<file path="src/rtl/uart_tx_arbiter.sv">
// uart_tx_arbiter
//   Shares one UART byte transmitter between NUM_REQ byte-wise packet sources.
//   Round-robin arbitration, grant locked for a whole packet, optional
//   requester-ID header byte, idle-timeout release of a stalled owner, and a
//   bounded wait for the UART engine to acknowledge each start pulse.
//
// Ports
//   clk, reset        clock; asynchronous active-high reset
//   req_valid/data/   per-requester byte stream (byte i at req_data[8i+7:8i]),
//   req_last          last flag sampled with the accepted byte
//   req_ready         combinational accept strobe, only ever high for the owner
//   grant, active_id  one-hot owner and its index (registered)
//   uart_data/start   byte and one-cycle start pulse to the TX engine (registered)
//   uart_busy         TX engine busy flag
//   pkt_abort         one-cycle pulse when a stalled packet is released
module uart_tx_arbiter #(
  parameter int         NUM_REQ      = 4,
  parameter bit         ID_HEADER    = 1'b1,
  parameter logic [7:0] HEADER_BASE  = 8'hA0,
  parameter int         IDLE_TIMEOUT = 16,
  parameter int         ACK_TIMEOUT  = 4
) (
  input  logic                 clk,
  input  logic                 reset,
  input  logic [NUM_REQ-1:0]   req_valid,
  input  logic [8*NUM_REQ-1:0] req_data,
  input  logic [NUM_REQ-1:0]   req_last,
  output logic [NUM_REQ-1:0]   req_ready,
  output logic [NUM_REQ-1:0]   grant,
  output logic [1:0]           active_id,
  output logic [7:0]           uart_data,
  output logic                 uart_start,
  input  logic                 uart_busy,
  output logic                 pkt_abort
);
  localparam int IW = $clog2(IDLE_TIMEOUT + 1);
  localparam int AW = $clog2(ACK_TIMEOUT + 1);

  typedef enum logic [2:0] {sIdle, sHeader, sData, sWaitHi, sWaitLo} state_e;

  state_e             state_q, state_d;
  logic [NUM_REQ-1:0] grant_q, grant_d;
  logic [1:0]         id_q, id_d, last_id_q, last_id_d;
  logic [7:0]         data_q, data_d;
  logic               start_q, start_d, abort_q, abort_d;
  logic               last_flag_q, last_flag_d;
  logic [IW-1:0]      idle_cnt_q, idle_cnt_d;
  logic [AW-1:0]      ack_cnt_q, ack_cnt_d;

  logic               found;
  logic [1:0]         winner;
  logic               sel_valid, sel_last;
  logic [7:0]         sel_data;
  logic               accept, idle_expire, ack_expire;

  // Round-robin pick: scan last_id+1, last_id+2, ... and take the first valid.
  always_comb begin
    found  = 1'b0;
    winner = '0;
    for (int k = 1; k <= NUM_REQ; k++) begin
      for (int i = 0; i < NUM_REQ; i++) begin
        if (!found && req_valid[i] && (((int'(last_id_q) + k) % NUM_REQ) == i)) begin
          found  = 1'b1;
          winner = 2'(i);
        end
      end
    end
  end

  // Owner's request lane.
  always_comb begin
    sel_valid = 1'b0;
    sel_last  = 1'b0;
    sel_data  = '0;
    for (int i = 0; i < NUM_REQ; i++) begin
      if (id_q == 2'(i)) begin
        sel_valid = req_valid[i];
        sel_last  = req_last[i];
        sel_data  = req_data[8*i +: 8];
      end
    end
  end

  assign accept      = (state_q == sData) && sel_valid && !uart_busy;
  assign idle_expire = !sel_valid && (idle_cnt_q == IW'(IDLE_TIMEOUT - 1));
  assign ack_expire  = (ack_cnt_q == AW'(ACK_TIMEOUT - 1));

  // State register (and the registered datapath that follows the FSM).
  always_ff @(posedge clk or posedge reset) begin
    if (reset) begin
      state_q     <= sIdle;
      grant_q     <= '0;
      id_q        <= '0;
      last_id_q   <= 2'(NUM_REQ - 1);
      data_q      <= '0;
      start_q     <= 1'b0;
      abort_q     <= 1'b0;
      last_flag_q <= 1'b0;
      idle_cnt_q  <= '0;
      ack_cnt_q   <= '0;
    end else begin
      state_q     <= state_d;
      grant_q     <= grant_d;
      id_q        <= id_d;
      last_id_q   <= last_id_d;
      data_q      <= data_d;
      start_q     <= start_d;
      abort_q     <= abort_d;
      last_flag_q <= last_flag_d;
      idle_cnt_q  <= idle_cnt_d;
      ack_cnt_q   <= ack_cnt_d;
    end
  end

  // Next-state logic.
  always_comb begin
    state_d = state_q;
    case (state_q)
      sIdle:   if (found) state_d = ID_HEADER ? sHeader : sData;
      sHeader: if (!uart_busy) state_d = sWaitHi;
      sData: begin
        if (accept)           state_d = sWaitHi;
        else if (idle_expire) state_d = sIdle;
      end
      // A missing busy acknowledge is treated as a completed byte.
      sWaitHi: begin
        if (uart_busy)       state_d = sWaitLo;
        else if (ack_expire) state_d = last_flag_q ? sIdle : sData;
      end
      sWaitLo: if (!uart_busy) state_d = last_flag_q ? sIdle : sData;
      default: state_d = sIdle;
    endcase
  end

  // Output / datapath next values.
  always_comb begin
    grant_d     = grant_q;
    id_d        = id_q;
    last_id_d   = last_id_q;
    data_d      = data_q;
    start_d     = 1'b0;
    abort_d     = 1'b0;
    last_flag_d = last_flag_q;
    idle_cnt_d  = idle_cnt_q;
    ack_cnt_d   = ack_cnt_q;
    for (int i = 0; i < NUM_REQ; i++)
      req_ready[i] = (state_q == sData) && grant_q[i] && !uart_busy;
    case (state_q)
      sIdle: begin
        if (found) begin
          for (int i = 0; i < NUM_REQ; i++) grant_d[i] = (winner == 2'(i));
          id_d       = winner;
          last_id_d  = winner;
          idle_cnt_d = '0;
        end
      end
      sHeader: begin
        if (!uart_busy) begin
          data_d      = HEADER_BASE | {6'b0, id_q};
          start_d     = 1'b1;
          last_flag_d = 1'b0;
          ack_cnt_d   = '0;
        end
      end
      sData: begin
        if (accept) begin
          data_d      = sel_data;
          start_d     = 1'b1;
          last_flag_d = sel_last;
          idle_cnt_d  = '0;
          ack_cnt_d   = '0;
        end else if (sel_valid) begin
          idle_cnt_d = '0;
        end else if (idle_expire) begin
          abort_d    = 1'b1;
          grant_d    = '0;
          idle_cnt_d = '0;
        end else begin
          idle_cnt_d = idle_cnt_q + IW'(1);
        end
      end
      sWaitHi: begin
        if (!uart_busy) begin
          if (ack_expire) begin
            if (last_flag_q) grant_d = '0;
          end else begin
            ack_cnt_d = ack_cnt_q + AW'(1);
          end
        end
      end
      sWaitLo: if (!uart_busy && last_flag_q) grant_d = '0;
      default: ;
    endcase
  end

  assign grant      = grant_q;
  assign active_id  = id_q;
  assign uart_data  = data_q;
  assign uart_start = start_q;
  assign pkt_abort  = abort_q;
endmodule

</file>
<file path="config.mk">
export PLATFORM = sky130hd
export DESIGN_NAME = uart_tx_arbiter
export DESIGN_NICKNAME = d
export VERILOG_FILES = /design/src/rtl/uart_tx_arbiter.sv
export SDC_FILE = /design/constraint.sdc
export NUM_CORES = 1
export LEC_CHECK = 0
export CORE_AREA = 3 3 70 72
export DETAILED_ROUTE_END_ITERATION = 7
export DIE_AREA = 0 0 73 75
export GPL_TIMING_DRIVEN = 0
export PLACE_DENSITY_LB_ADDON = 0.12
export SETUP_SLACK_MARGIN = 0.5
export SYNTH_ARGS = -nofsm -noshare
export SYNTH_HDL_FRONTEND = slang
export SYNTH_SLANG_ARGS = --single-unit
</file>
<file path="constraint.sdc">
create_clock -name clk -period 2.9 [get_ports clk]
set_clock_uncertainty 0.05 [all_clocks]
set_input_delay 0.29 -clock clk [delete_from_list [all_inputs] [get_ports clk]]
set_output_delay 0.29 -clock clk [all_outputs]
set_load 0.005 [all_outputs]
</file>
# Yosys cells after proc, flatten, opt, wreduce, memory -nomap -nowiden
# Index checks and enable logic that the tools add are counted.
# totals
rom_bits,0
latch_bits,0
mem_count,0
wordCells,223
mem_bits_rw,0
in_bits,43
regBits,30
# classes
magnitude_cmp,0
n_reduce_logical,81
mul,0
mux,84
bitwise,4
n_addsub,6
eq_ne,38
shifts,0
n_div,0
# op_table
op,n
32-bit zero test,4
8-bit two-way mux,6
1-bit logical AND,43
1-bit two-way mux,33
3-bit two-way mux,11
4-bit two-way mux,8
2-bit two-way mux,15
"3-bit equality test, second input constant",9
"2-bit inequality test, second input constant",12
"3-bit by 2-bit equality test with 1-bit output, second input constant",7
5-bit two-way mux,4
1-bit zero test,17
4-bit one-hot mux with 4 select lines,1
8-bit one-hot mux with 2 select lines,1
3-bit one-hot mux with 5 select lines,1
5-bit one-hot mux with 2 select lines,1
5-bit AND reduction,2
3-bit one-hot mux with 3 select lines,1
9-bit AND reduction,1
"2-bit equality test, second input constant",4
2-bit OR reduction,4
"3-bit inequality test, second input constant",2
"5-bit by 1-bit adder with 5-bit output, second input constant",1
"5-bit by 4-bit equality test with 1-bit output, second input constant",1
14 further kinds,24

# Longest topological paths before layout
# Gate-level depths: netlist (run 1).
# depth
word_depth,69
ltp_mapped,8

# Worst setup path before layout (run 1)
# OpenSTA, ideal clock, no wires.
# synth_timing
path_kind,flip-flop to flip-flop
startpoint,register id_q[0] (netlist: active_id[0])
endpoint,register grant_q[0] (netlist: grant[0])
setup_slack_ns,0.849
path_stages_with_launch,5
t_arrival_ns,1.876
required_ns,2.725
setup_time_ns,0.125
path_buffers,0
cell_sequence,dfrtp_1 -> mux4_2 -> or2_1 -> a211o_4 -> mux2_4
# synth_between
elab_chain_cells,9
word_cells_on_any_way,16
classes_between,eq/ne (6); mux (4); reduce/logical (6)
# synth_lines
item,line_no,text
"start, declared",43,"logic [1:0] id_q, id_d, last_id_q, last_id_d;"
"start signal, assigned",104,id_q <= id_d;
2-bit zero test,76,if (id_q == 2'(i)) begin
1-bit two-way mux (3 in series),76,
1-bit two-way mux (*),76,
1-bit zero test / 1-bit logical AND (equally long branches),"85, 84",
"1-bit logical AND, on equally long branches","85, 84",
2-bit inequality test (no line),-,
9-bit AND reduction (no line) (*),-,
"end signal, assigned",103,grant_q <= grant_d;
"end, declared",42,"logic [NUM_REQ-1:0] grant_q, grant_d;"
# Mark *: on every way between the ends. The rest lies on a longest branch, timed or not.
# A chain may end at the register's enable or synchronous reset.

# Final worst setup path (run 1)
# layout_timing
startpoint,register state_q[0]
endpoint,output req_ready[0]
# layout_between
elab_chain_cells,3
# layout_lines
item,line_no,text
"start, declared",41,"state_e state_q, state_d;"
"start signal, assigned",91,state_q <= sIdle;
"start signal, assigned",102,state_q <= state_d;
3-bit by 2-bit equality test with 1-bit output,147,req_ready[i] = (state_q == sData) && grant_q[i] && !uart_busy;
1-bit logical AND (2 in series),147,
"end, declared",28,"output logic [NUM_REQ-1:0] req_ready,"
# No other way between the ends.

==> impl_metrics.yaml, run 1 <==
finish:
  fillers: 364
  finalNetCount: 299
  diodes: 0
  final_cell_count_no_fill: 306
  drive_gt1_frac: 0.157
  area_delta_synth_final_pct: 44.9
detailed_routing:
  drc_errors: 0
  ant_nets: 0
  vias: 1657
  via_per_inst: 5.42
  first_pass_iters: 4
  post_drt_wl_per_cell_um: 15.2
  routed_wl_mm: 4.66
  drt_iter0_drc: 204
timing:
  setup_tns_ns: 0
  setup_ws_ns: 0.581
  hold_viol_final: 0
  finalMaxSlewViolations: 0
  fin_crit_ns: 2.32
  slew_headroom: 0.230
  grt_setup_unrepaired: "false"
  hold_ws_ns: 0.427
  tightestPinTransition_ns: 1.15
  setup_viol: 0
  max_freq_mhz: 431
  finalCritPeriodShare: 0.800
power_and_ir_drop:
  p_leak_uw: 0.00112
  cellInternalPower_uw: 1510
  sequentialPowerShare: 0.294
  peakVddDrop_v: 0.000489
  p_switching_uw: 879
  p_comb_frac: 0.561
  powerDensity_nw_per_um2: 902
  switching_share: 0.368
  p_clk_frac: 0.145
yosys:
  syn_area_per_cell_sq_um: 10.0
  yosysWarnings: 0
  ys_seq_area_frac: 0.413
  synth_nets: 228
  synth.top_cell.area_share: 0.384
  synth_area_leader_cell: "dfrtp_1"
  synth-async-reset-ratio: 1.00
  synth_cell_types: 39
  yosys-top-cells-area: "dfrtp_1 (38%), mux4_2 (11%), nor2_1 (4.1%)"
  syn_area_sq_um: 1830
  ys_seq_elements: 30
  synthCells: 182
  synth_flop_cell: "dfrtp_1"
  synth_edf_count: 0
hold_path:
  holdCritStartpoint: "last_id_q[0]"
  min_to: "last_id_q[0]"
  hp-class: "flop to flop"
  hold_path_depth: 2
critical_path:
  ff2ff_path_depth: 4
  critPathMaxFanout: 10
  r2r_end: "grant[2]"
  end_kind: "output port"
  critical_path_arrival_ns: 1.98
  r2r-start: "active_id[0]"
  ff2ff_setup_slack_ns: 0.74
  worstPathRequired_ns: 2.56
  start_kind: "flop"
  crit_type: "flop to output port"
clock_network:
  cts.clk_slew.worst_paths_ns: 0.06
  clk_path_buf_depth: 2
  cts_htree_levels: 2
  clk_latency_ns: 0.28
  cts_tree: "done"
  root_buffer: "clkbuf_8"
  numCtsBuffers: 5
  clock-sinks: 30
floorplan:
  chipWidth_um: 73
  coreArea_sq_um: 4350
  start_util: 0.419
  die_h_um: 75
  die-area_sq_um: 5480
  std_cell_rows: 24
  boundaryPins: 63
grt:
  first_global_vias: 1565
  grt_pass1_wl_mm: 7.43
  antenna_found_initial: 0
  track_usage: 0.178
  grt-ovfl-total: 0
  grt_max_degree: 31
outcome:
  status: "complete, no violations"
placement:
  routabilityCongestion: 0.889
  dp_worst_setup_slack_ns: -0.171
  placed_cells: 296
  dp_hpwl_mm: 3.59
  port-buffer-count: 62
job:
  cap_violations: 0
[critical path: stages, from the launching register on]
cell             delay, ns
dfrtp_1               0.37
clkbuf_2              0.18
nor3b_4               0.27
clkbuf_8              0.21
and3_1                0.16
clkdlybuf4s50_1       0.52
[repair_timing]
item | 4_1_cts | 5_1_grt
setup buffers | 1 | 1
gates resized for setup | 7 | 5
pin swaps | 0 | 1
setup endpoints to repair | 5 | 4
hold buffers | 0 | 0
[cell usage after synthesis, types with 2 or more instances]
library cell,count
a21oi_1,12
a31oi_1,4
and3_1,5
and3b_1,2
buf_2,3
clkbuf_1,7
dfrtp_1,28
dfstp_2,2
ha_1,3
inv_1,11
mux2_2,5
mux2_4,4
mux2i_1,2
mux4_2,9
nand2_1,8
nand2b_1,5
nand3_1,7
nor2_1,20
nor2b_1,5
nor3_1,3
nor3b_1,3
nor4_1,2
o21a_1,2
o21ai_0,13
o22ai_1,2
xor2_1,2
[kinds of logic after synthesis]
kind of cell / synth area share
compound gates: 0.142
xor+xnor: 0.00960
fa+ha+maj: 0.0206
buf+inv: 0.0452
flops: 0.413
mux: 0.186
simple gates: 0.184
[state kept, by name, indices dropped and copies added, names as in the netlist, 2 cells and up]
name        count
uart_data       8
idle_cnt_q      5
grant           4
ack_cnt_q       3
state_q         3
active_id       2
last_id_q       2
[per-stage QoR]
stage	instance area, sq um	util	total power (uW)
floorplan	1830	-	1530
global placement	2510	0.577	1990
detailed placement	2510	0.577	1990
CTS	2630	0.605	2390
global route	2650	0.607	2580
finish	2650	0.607	2390
[power groups by stage]
stage | clock network (uW) | registers, uW | logic (uW)
after floorplan | 0 | 698 | 831
after global placement | 0 | 706 | 1280
after detailed placement | 0 | 711 | 1280
after CTS | 357 | 705 | 1330
after global routing | 373 | 728 | 1480
final | 346 | 701 | 1340
[placed cells by master (no fill, tap or decap), types with 3 or more instances in the layout]
cell             instances
clkdlybuf4s50_1         62
dfrtp_1                 28
nor2_1                  20
o21ai_0                 13
a21oi_1                 12
inv_1                   11
mux4_2                   9
nand2_1                  8
nand3_1                  7
clkbuf_8                 7
nor2b_1                  5
nand2b_1                 5
mux2_2                   5
and3_1                   5
buf_2                    4
a31oi_1                  4
mux2_4                   4
clkbuf_1                 4
nor3_1                   3
ha_1                     3
[area by class of cell]
class                           instances  area (sq um)  share of cell area
Multi-Input combinational cell        131          1000               0.378
Sequential cell                        30           753               0.285
Timing Repair Buffer                   64           636               0.240
Clock buffer                            7          86.3              0.0326
Tap cell                               52          65.1              0.0246
Buffer                                 10          57.6              0.0218
Inverter                               11          41.3              0.0156
Clock inverter                          1          5.00             0.00189
[how the worst max path moves through the flow]
| stage | cells past startpoint | startpoint | end | slack [ns] |
|---|---|---|---|---|
| 6_report | 5 | state_q[0] | req_ready[0] | 0.58 |
| 5_1_grt | 7 | req_valid[1] | uart_data[3] | 0.46 |
| 4_1_cts | 5 | state_q[2] | req_ready[0] | 0.52 |
| 3_5_place_dp | 5 | state_q[1] | req_ready[0] | -0.17 |
| 3_3_place_gp | 5 | state_q[1] | req_ready[0] | -0.16 |
| 2_1_floorplan | 4 | active_id[0] | grant[0] | 0.85 |
[routing by layer]
layer | vias to the layer above | track usage | share of wire | wire length [um]
met5 | - | 0 | 0 | 0
met4 | 0 | 0.0656 | 0.018 | 85
met3 | 8 | 0.0414 | 0.039 | 180
met2 | 49 | 0.285 | 0.51 | 2390
met1 | 793 | 0.235 | 0.43 | 2010
li1 | 807 | - | - | -
No activity file was read; power rests on OpenSTA's default activity.
==> inputs of run 2 (changes only) <==
CORE_AREA = 3 3 71 73   (was 3 3 70 72)
DIE_AREA = 0 0 74 76   (was 0 0 73 75)
clock period = 2 ns   (was 2.9 ns; I/O delays follow)
==> impl_metrics.yaml, run 2 (same netlist as run 1, synthesis figures left out) <==
clock_network:
  root_buffer: "clkbuf_8"
  clk_path_buf_depth: 2
  cts.clk_slew.worst_paths_ns: 0.07
  cts_htree_levels: 2
  numCtsBuffers: 5
  clk_latency_ns: 0.29
  clock-sinks: 30
  cts_tree: "done"
grt:
  grt_pass1_wl_mm: 8.50
  first_global_vias: 1866
  grt_max_degree: 31
  antenna_found_initial: 0
  track_usage: 0.191
  grt-ovfl-total: 0
power_and_ir_drop:
  peakVddDrop_v: 0.000617
  p_leak_uw: 0.00131
  powerDensity_nw_per_um2: 1450
  power_uw: 4390
detailed_routing:
  first_pass_iters: 4
  routed_wl_mm: 5.03
  post_drt_wl_per_cell_um: 15.6
  drt_iter0_drc: 49
  vias: 1770
  via_per_inst: 5.48
  ant_nets: 0
  drc_errors: 0
job:
  cap_violations: 0
timing:
  fin_crit_ns: 2.02
  max_freq_mhz: 494
  hold_viol_final: 0
  setup_ws_ns: -0.0243
  setup_viol: 4
  tightestPinTransition_ns: 1.12
  finalCritPeriodShare: 1.01
  grt_setup_unrepaired: "true"
  slew_headroom: 0.252
  finalMaxSlewViolations: 0
floorplan:
  die_h_um: 76
  die-area_sq_um: 5620
  coreArea_sq_um: 4410
  boundaryPins: 63
  chipWidth_um: 74
  std_cell_rows: 24
  start_util: 0.414
critical_path:
  cp_cell_sequence: "mux4_2, or2_4, a211o_4, mux2_4"
  critical_path.max_stage_delay_ns: 0.55
  cp_num_buf_inv: 0
  crit_family: "multiplexers"
  worstPathRequired_ns: 2.13
  slowest_stage: "mux4_2"
  end_kind: "flop"
  ff2ff_path_depth: 4
  start_kind: "flop"
  critical_path_arrival_ns: 2.15
  cp_num_cells: 4
  crit_type: "flop to flop"
  critPathMaxFanout: 4
outcome:
  violations: "negative setup slack"
  status: "finished with violations"
hold_path:
  hold_path_depth: 1
  hp-class: "flop to flop"
finish:
  diodes: 0
  mostFrequentLayoutCell: "clkdlybuf4s50_1"
  multi_input_area_sq_um: 1140
  fillers: 335
  register_area_sq_um: 753
  finalNetCount: 316
  area_delta_synth_final_pct: 66.4
  final_cell_mix: "clkdlybuf4s50_1 (54), dfrtp_1 (28), nor2_1 (17)"
  drive_gt1_frac: 0.325
  largest_register_ffs: 8
placement:
  routabilityCongestion: 0.852
  dp_worst_setup_slack_ns: -0.369
  dp_hpwl_mm: 3.40
  port-buffer-count: 62
run 2: through the flow:
stage	utilization	hold slack (ns)	setup TNS (ns)	instance area, sq um	cells
2_1_floorplan	-	0.239	-0.0646	1880	182
3_3_place_gp	0.580	0.408	-5.66	2560	296
3_5_place_dp	0.580	0.421	-5.69	2560	296
4_1_cts	0.665	0.434	-0.0997	2940	320
5_1_grt	0.688	0.468	-0.515	3040	323
6_report	0.688	0.434	-0.0883	3040	323
run 2: final timing paths:
path / from / end / slack, ns
worst max-delay path: active_id[0] / grant[0] / -0.02
worst min-delay path: ack_cnt_q[0] / ack_cnt_q[0] / 0.43
worst max register to register: active_id[0] / grant[0] / -0.02
worst min register to register: ack_cnt_q[0] / ack_cnt_q[0] / 0.43
max in group asynchronous: reset / ack_cnt_q[2] / 0.78
min in group asynchronous: reset / uart_start / 0.45
run 2: what timing repair did:
| item | 4_1_cts | 5_1_grt |
|---|---|---|
| pin swaps | 9 | 5 |
| hold buffers | 0 | 0 |
| hold endpoints to repair | 0 | 0 |
| gates resized for setup | 55 | 19 |
| buffers inserted | 16 | 3 |
| setup endpoints to repair | 34 | 34 |
run 2: area by class of cell:
cell class                      count  share of cell area
Tap cell                           52              0.0214
Timing Repair Buffer               81               0.261
Clock inverter                      2              0.0198
Inverter                           11              0.0136
Clock buffer                        6              0.0272
Multi-Input combinational cell    131               0.374
Sequential cell                    30               0.248
Buffer                             10              0.0354
run 2: power breakdown:
part           leakage [uW]  switching [uW]  internal (uW)  total (uW)
logic              0.000863            1130           1470        2590
clock network     0.0000714             244            531         776
registers          0.000379             161            862        1020
run 2: layer usage:
layer / routed length, um / global-route usage
met5: 0 / 0
met4: 91 / 0.0761
met3: 413 / 0.0594
met2: 2430 / 0.304
met1: 2100 / 0.238
==> inputs of run 3 (changes only) <==
CORE_AREA = 2 2 70 72   (was 3 3 71 73)
DIE_AREA = 0 0 72 74   (was 0 0 74 76)
SKIP_LAST_GASP = 1   (was not set)
==> impl_metrics.yaml, run 3 (same netlist as run 1, synthesis figures left out) <==
detailed_routing:
  ant_nets: 0
  vias: 1801
  first_pass_iters: 4
  drc_errors: 0
  post_drt_wl_per_cell_um: 16.6
  routed_wl_mm: 5.42
  via_per_inst: 5.51
  drt_iter0_drc: 165
floorplan:
  start_util: 0.397
  die-area_sq_um: 5330
  std_cell_rows: 25
  boundaryPins: 63
  die_h_um: 74
  chipWidth_um: 72
  coreArea_sq_um: 4600
clock_network:
  ctsHoldBuffers: 0
  cts_tree: "done"
  cts.clk_slew.worst_paths_ns: 0.08
  root_buffer: "clkbuf_8"
  cts_htree_levels: 2
  clk_latency_ns: 0.30
  clk_path_buf_depth: 2
  clock-sinks: 30
  numCtsBuffers: 5
grt:
  grt_pass1_wl_mm: 8.49
  antenna_found_initial: 0
  grt-ovfl-total: 0
  track_usage: 0.212
  first_global_vias: 1807
  grt_max_degree: 31
timing:
  tightestPinTransition_ns: 0.824
  slew_headroom: 0.442
  setup_tns_ns: -0.0858
  hold_viol_final: 0
  finalCritPeriodShare: 1.01
  grt_setup_unrepaired: "true"
  setup_viol: 5
  finalMaxSlewViolations: 0
  max_freq_mhz: 495
  fin_crit_ns: 2.02
  setup_ws_ns: -0.0216
  hold_ws_ns: 0.133
critical_path:
  ff2ff_setup_slack_ns: -0.02
  crit_family: "multiplexers"
  crit_type: "input pin to flop"
  cp_cell_sequence: "clkdlybuf4s50_1, mux4_2, or2_4, a211o_4, mux2_4"
  critical_path_arrival_ns: 2.16
  start_kind: "input pin"
  end_kind: "flop"
  r2r-start: "active_id[0]"
  worstPathRequired_ns: 2.14
  critPathMaxFanout: 5
  ff2ff_path_depth: 4
  slowest_stage: "mux4_2"
  cp_num_buf_inv: 1
  r2r_end: "grant[0]"
  critical_path.max_stage_delay_ns: 0.54
finish:
  final_core_util: 0.654
  drive_gt1_frac: 0.330
  area_delta_synth_final_pct: 64.6
  diodes: 0
  fillers: 371
  register_area_sq_um: 753
  finalNetCount: 318
  final_cell_mix: "clkdlybuf4s50_1 (54), dfrtp_1 (28), nor2_1 (17)"
  mostFrequentLayoutCell: "clkdlybuf4s50_1"
  multi_input_area_sq_um: 1120
  largest_register_ffs: 8
job:
  cap_violations: 0
power_and_ir_drop:
  p_leak_uw: 0.00131
  powerDensity_nw_per_um2: 1400
  peakVddDrop_v: 0.000641
placement:
  routabilityCongestion: 0.865
  dp_hpwl_mm: 3.45
  port-buffer-count: 62
outcome:
  violations: "negative setup slack"
  status: "finished with violations"
hold_path:
  hp-class: "input pin to async pin"
==> run 3: cell types whose count changed in the layout (fill, tap and decap cells not counted), sizes merged <==
cell / change
bufinv: -2
clkbuf: +3
clkinv: +2
dlygate4sd2: -1
dlymetal6s2s: +1
inv: -1
==> run 3: per-stage QoR <==
step                      power [uW]  instance area (sq um)  cells  worst slack (ns)
after floorplan                 2310                   1880    182           -0.0161
after CTS                       3820                   2820    321           -0.0133
after detailed placement        2980                   2560    298            -0.389
after global routing            4490                   3010    327           -0.0906
after global placement          2960                   2560    298            -0.396
final                           4210                   3010    327           -0.0216
==> run 3: how the worst max path moves through the flow <==
stage          cells after the start           end          from  slack (ns)
6_report                           5      grant[0]  req_valid[2]       -0.02
4_1_cts                            7  req_ready[2]    state_q[2]       -0.01
5_1_grt                            6      grant[0]  req_valid[2]       -0.09
2_1_floorplan                      4      grant[0]  active_id[0]       -0.02
3_5_place_dp                       5      grant[0]  req_valid[3]       -0.39
3_3_place_gp                       5      grant[2]  req_valid[3]       -0.40
==> run 3: layout make-up <==
type                            count  area share
Tap cell                           54      0.0225
Buffer                             10      0.0354
Inverter                           11      0.0137
Multi-Input combinational cell    131       0.374
Timing Repair Buffer               83       0.274
Sequential cell                    30       0.251
Clock buffer                        7      0.0287
Clock inverter                      1     0.00167
==> run 3: routing by layer <==
layer / wire length [um] / share of wire / vias to the layer above / global-route usage
met5: 0 / 0 / - / 0
met4: 118 / 0.022 / 0 / 0.0881
li1: - / - / 843 / -
met3: 371 / 0.068 / 13 / 0.0542
met2: 2700 / 0.50 / 67 / 0.354
met1: 2230 / 0.41 / 878 / 0.264
==> run 3: worst register-to-register path: cells and delay by family, from the launching register on <==
family | cells | cell delay (ns)
simple gates | 1 | 0.27
compound gates | 1 | 0.37
mux | 2 | 0.86
flops | 1 | 0.37
==> run 3: repair_timing <==
| action | 4_1_cts | 5_1_grt |
|---|---|---|
| endpoints found under the setup margin | 33 | 34 |
| endpoints found under the hold margin | 0 | 0 |
| gates resized for setup | 38 | 33 |
| pin swaps | 6 | 8 |
| buffers inserted | 15 | 3 |
| cloned | 0 | 2 |
==> run 3: where the power goes <==
group | switching [uW] | internal, uW | leakage, uW
clock network | 243 | 277 | 0.0000482
logic | 1180 | 1490 | 0.000882
registers | 158 | 862 | 0.000379
==> variant: new RTL, config.mk and constraints of run 1 <==
`NUM_REQ`: 4 -> 3.
--- a/src/rtl/uart_tx_arbiter.sv
+++ b/src/rtl/uart_tx_arbiter.sv
@@ -14,7 +14,7 @@
 //   uart_busy         TX engine busy flag
 //   pkt_abort         one-cycle pulse when a stalled packet is released
 module uart_tx_arbiter #(
-  parameter int         NUM_REQ      = 4,
+  parameter int         NUM_REQ      = 3,
   parameter bit         ID_HEADER    = 1'b1,
   parameter logic [7:0] HEADER_BASE  = 8'hA0,
   parameter int         IDLE_TIMEOUT = 16,
Interface: changed (5 resized); port bits go from 63 to 51. No check against the original RTL was run, so the function may have changed too.
==> variant against run 1 <==
- first-iteration DRC count down 58%
- largest cell class unchanged
- critical path type is now flop to flop
- final area down 8.5%
- largest power group unchanged
- total power down 16%
- cell count down 3.6%
- core utilization down 5.2 points
- worst setup slack better by 0.079 ns
- routed wire length down 4.8%
- sequential share of layout area up 0.58 points
- sequential cell count down 2
- synthesized area down 3.2%
- non-clock buffer count down 10
==> variant: results (changes against run 1) <==
YOSYS
-------------------------------------------------------------------------------------
Post-Synth XOR/XNOR Area ...............................................       0.992%   +0.032 points
Top cells by instance count after synthesis ............................ dfrtp_1 (27), nand2_1 (14), a21oi_1 (12), inv_1 (12), o21ai_0 (10)
Portion of netlist area occupied by mux cells ..........................        11.3%   -7.3 points
Complex-gate fraction of the synthesized area ..........................        20.8%   +6.6 points
Synthesis-stage register bit count .....................................           28   -6.7%

GLOBAL ROUTE
-------------------------------------------------------------------------------------
Maximum number of pins on one net before global-route repair ...........           29   -6.5%
Overall fraction of global-route tracks in use .........................        16.9%   -0.89 points
GR met1 Demand/Resource ................................................        23.9%   +0.42 points
Number of global-route vias before repair ..............................        1,502   -4.0%

PWR
-------------------------------------------------------------------------------------
Static Leak ............................................................      1.07 nW   -3.9%

LAYOUT
-------------------------------------------------------------------------------------
Fraction of layout cells with a size suffix above 1 ....................        10.3%   -5.5 points
Layout inverter count without the clock tree ...........................           13   +2
Design area ............................................................     2420 um2   -8.5%
Count of clock-net buffers in the final layout .........................            4   -3
Register fraction of the total cell area ...............................        29.1%   +0.58 points
Clock network area share ...............................................        1.86%   -1.6 points

SETUP PATH
-------------------------------------------------------------------------------------
Slowest cell delay on critical path ....................................      0.40 ns   -0.12 ns
Crit path max-delay cell type ..........................................      dfrtp_2
Flop-to-flop setup slack ...............................................      0.66 ns   -0.08 ns

DETAILED ROUTING
-------------------------------------------------------------------------------------
DR WL met3 .............................................................       192 um   +6.7%
First-iteration detailed-routing DRC count .............................           86   -58%
Met1 layer wirelength in the final routing .............................      2.13 mm   +6.1%
Vias per std cell ......................................................         5.40   -0.34%

PLACEMENT
-------------------------------------------------------------------------------------
RD Place Congestion ....................................................        0.797   -10%
Number of placed instances, taps included ..............................          288   -2.7%
Worst slack at placement ...............................................     0.326 ns   +0.498 ns
Placed standard-cell area ..............................................     2330 um2   -7.1%

CLOCK TREE
-------------------------------------------------------------------------------------
Num CTS Buffers ........................................................            3   -2
Deepest level of the CTS H-tree ........................................            1   -1
Clock-pin slew of the registers on the worst-case setup and hold paths .      0.09 ns   +0.03 ns

TIMING
-------------------------------------------------------------------------------------
Slew at the pin closest to its max-slew limit ..........................      1.06 ns   -0.0981 ns
Hold slack .............................................................     0.448 ns   +0.0206 ns

OUTCOME
-------------------------------------------------------------------------------------
Outcome ................................................................ finished, final reports clean

## variant: cell count changes after synthesis, moves of 5 or more
cell	before	now
nor2_1	20	8
mux4_2	9	0
mux2i_1	2	9
a22o_1	1	7
nand2_1	8	14
mux2_2	5	0
## variant: power groups by stage
stage	Combinational, W	Clock (W)	Sequential [W]
6_report	0.00120	0.000219	0.000593
5_1_grt	0.00133	0.000241	0.000609
4_1_cts	0.00117	0.000225	0.000604
3_5_place_dp	0.00115	0	0.000607
3_3_place_gp	0.00114	0	0.000607
2_1_floorplan	0.000782	0	0.000594
## variant: final timing paths
kind / startpoint / to / cells past startpoint
max reg2reg: active_id[0] / grant[0] / 7
min reg2reg: ack_cnt_q[2] / ack_cnt_q[2] / 1
min: ack_cnt_q[2] / ack_cnt_q[2] / 1
min in group asynchronous: reset / uart_data[0] / 2
max: active_id[0] / grant[0] / 7
max in group asynchronous: reset / active_id[0] / 2
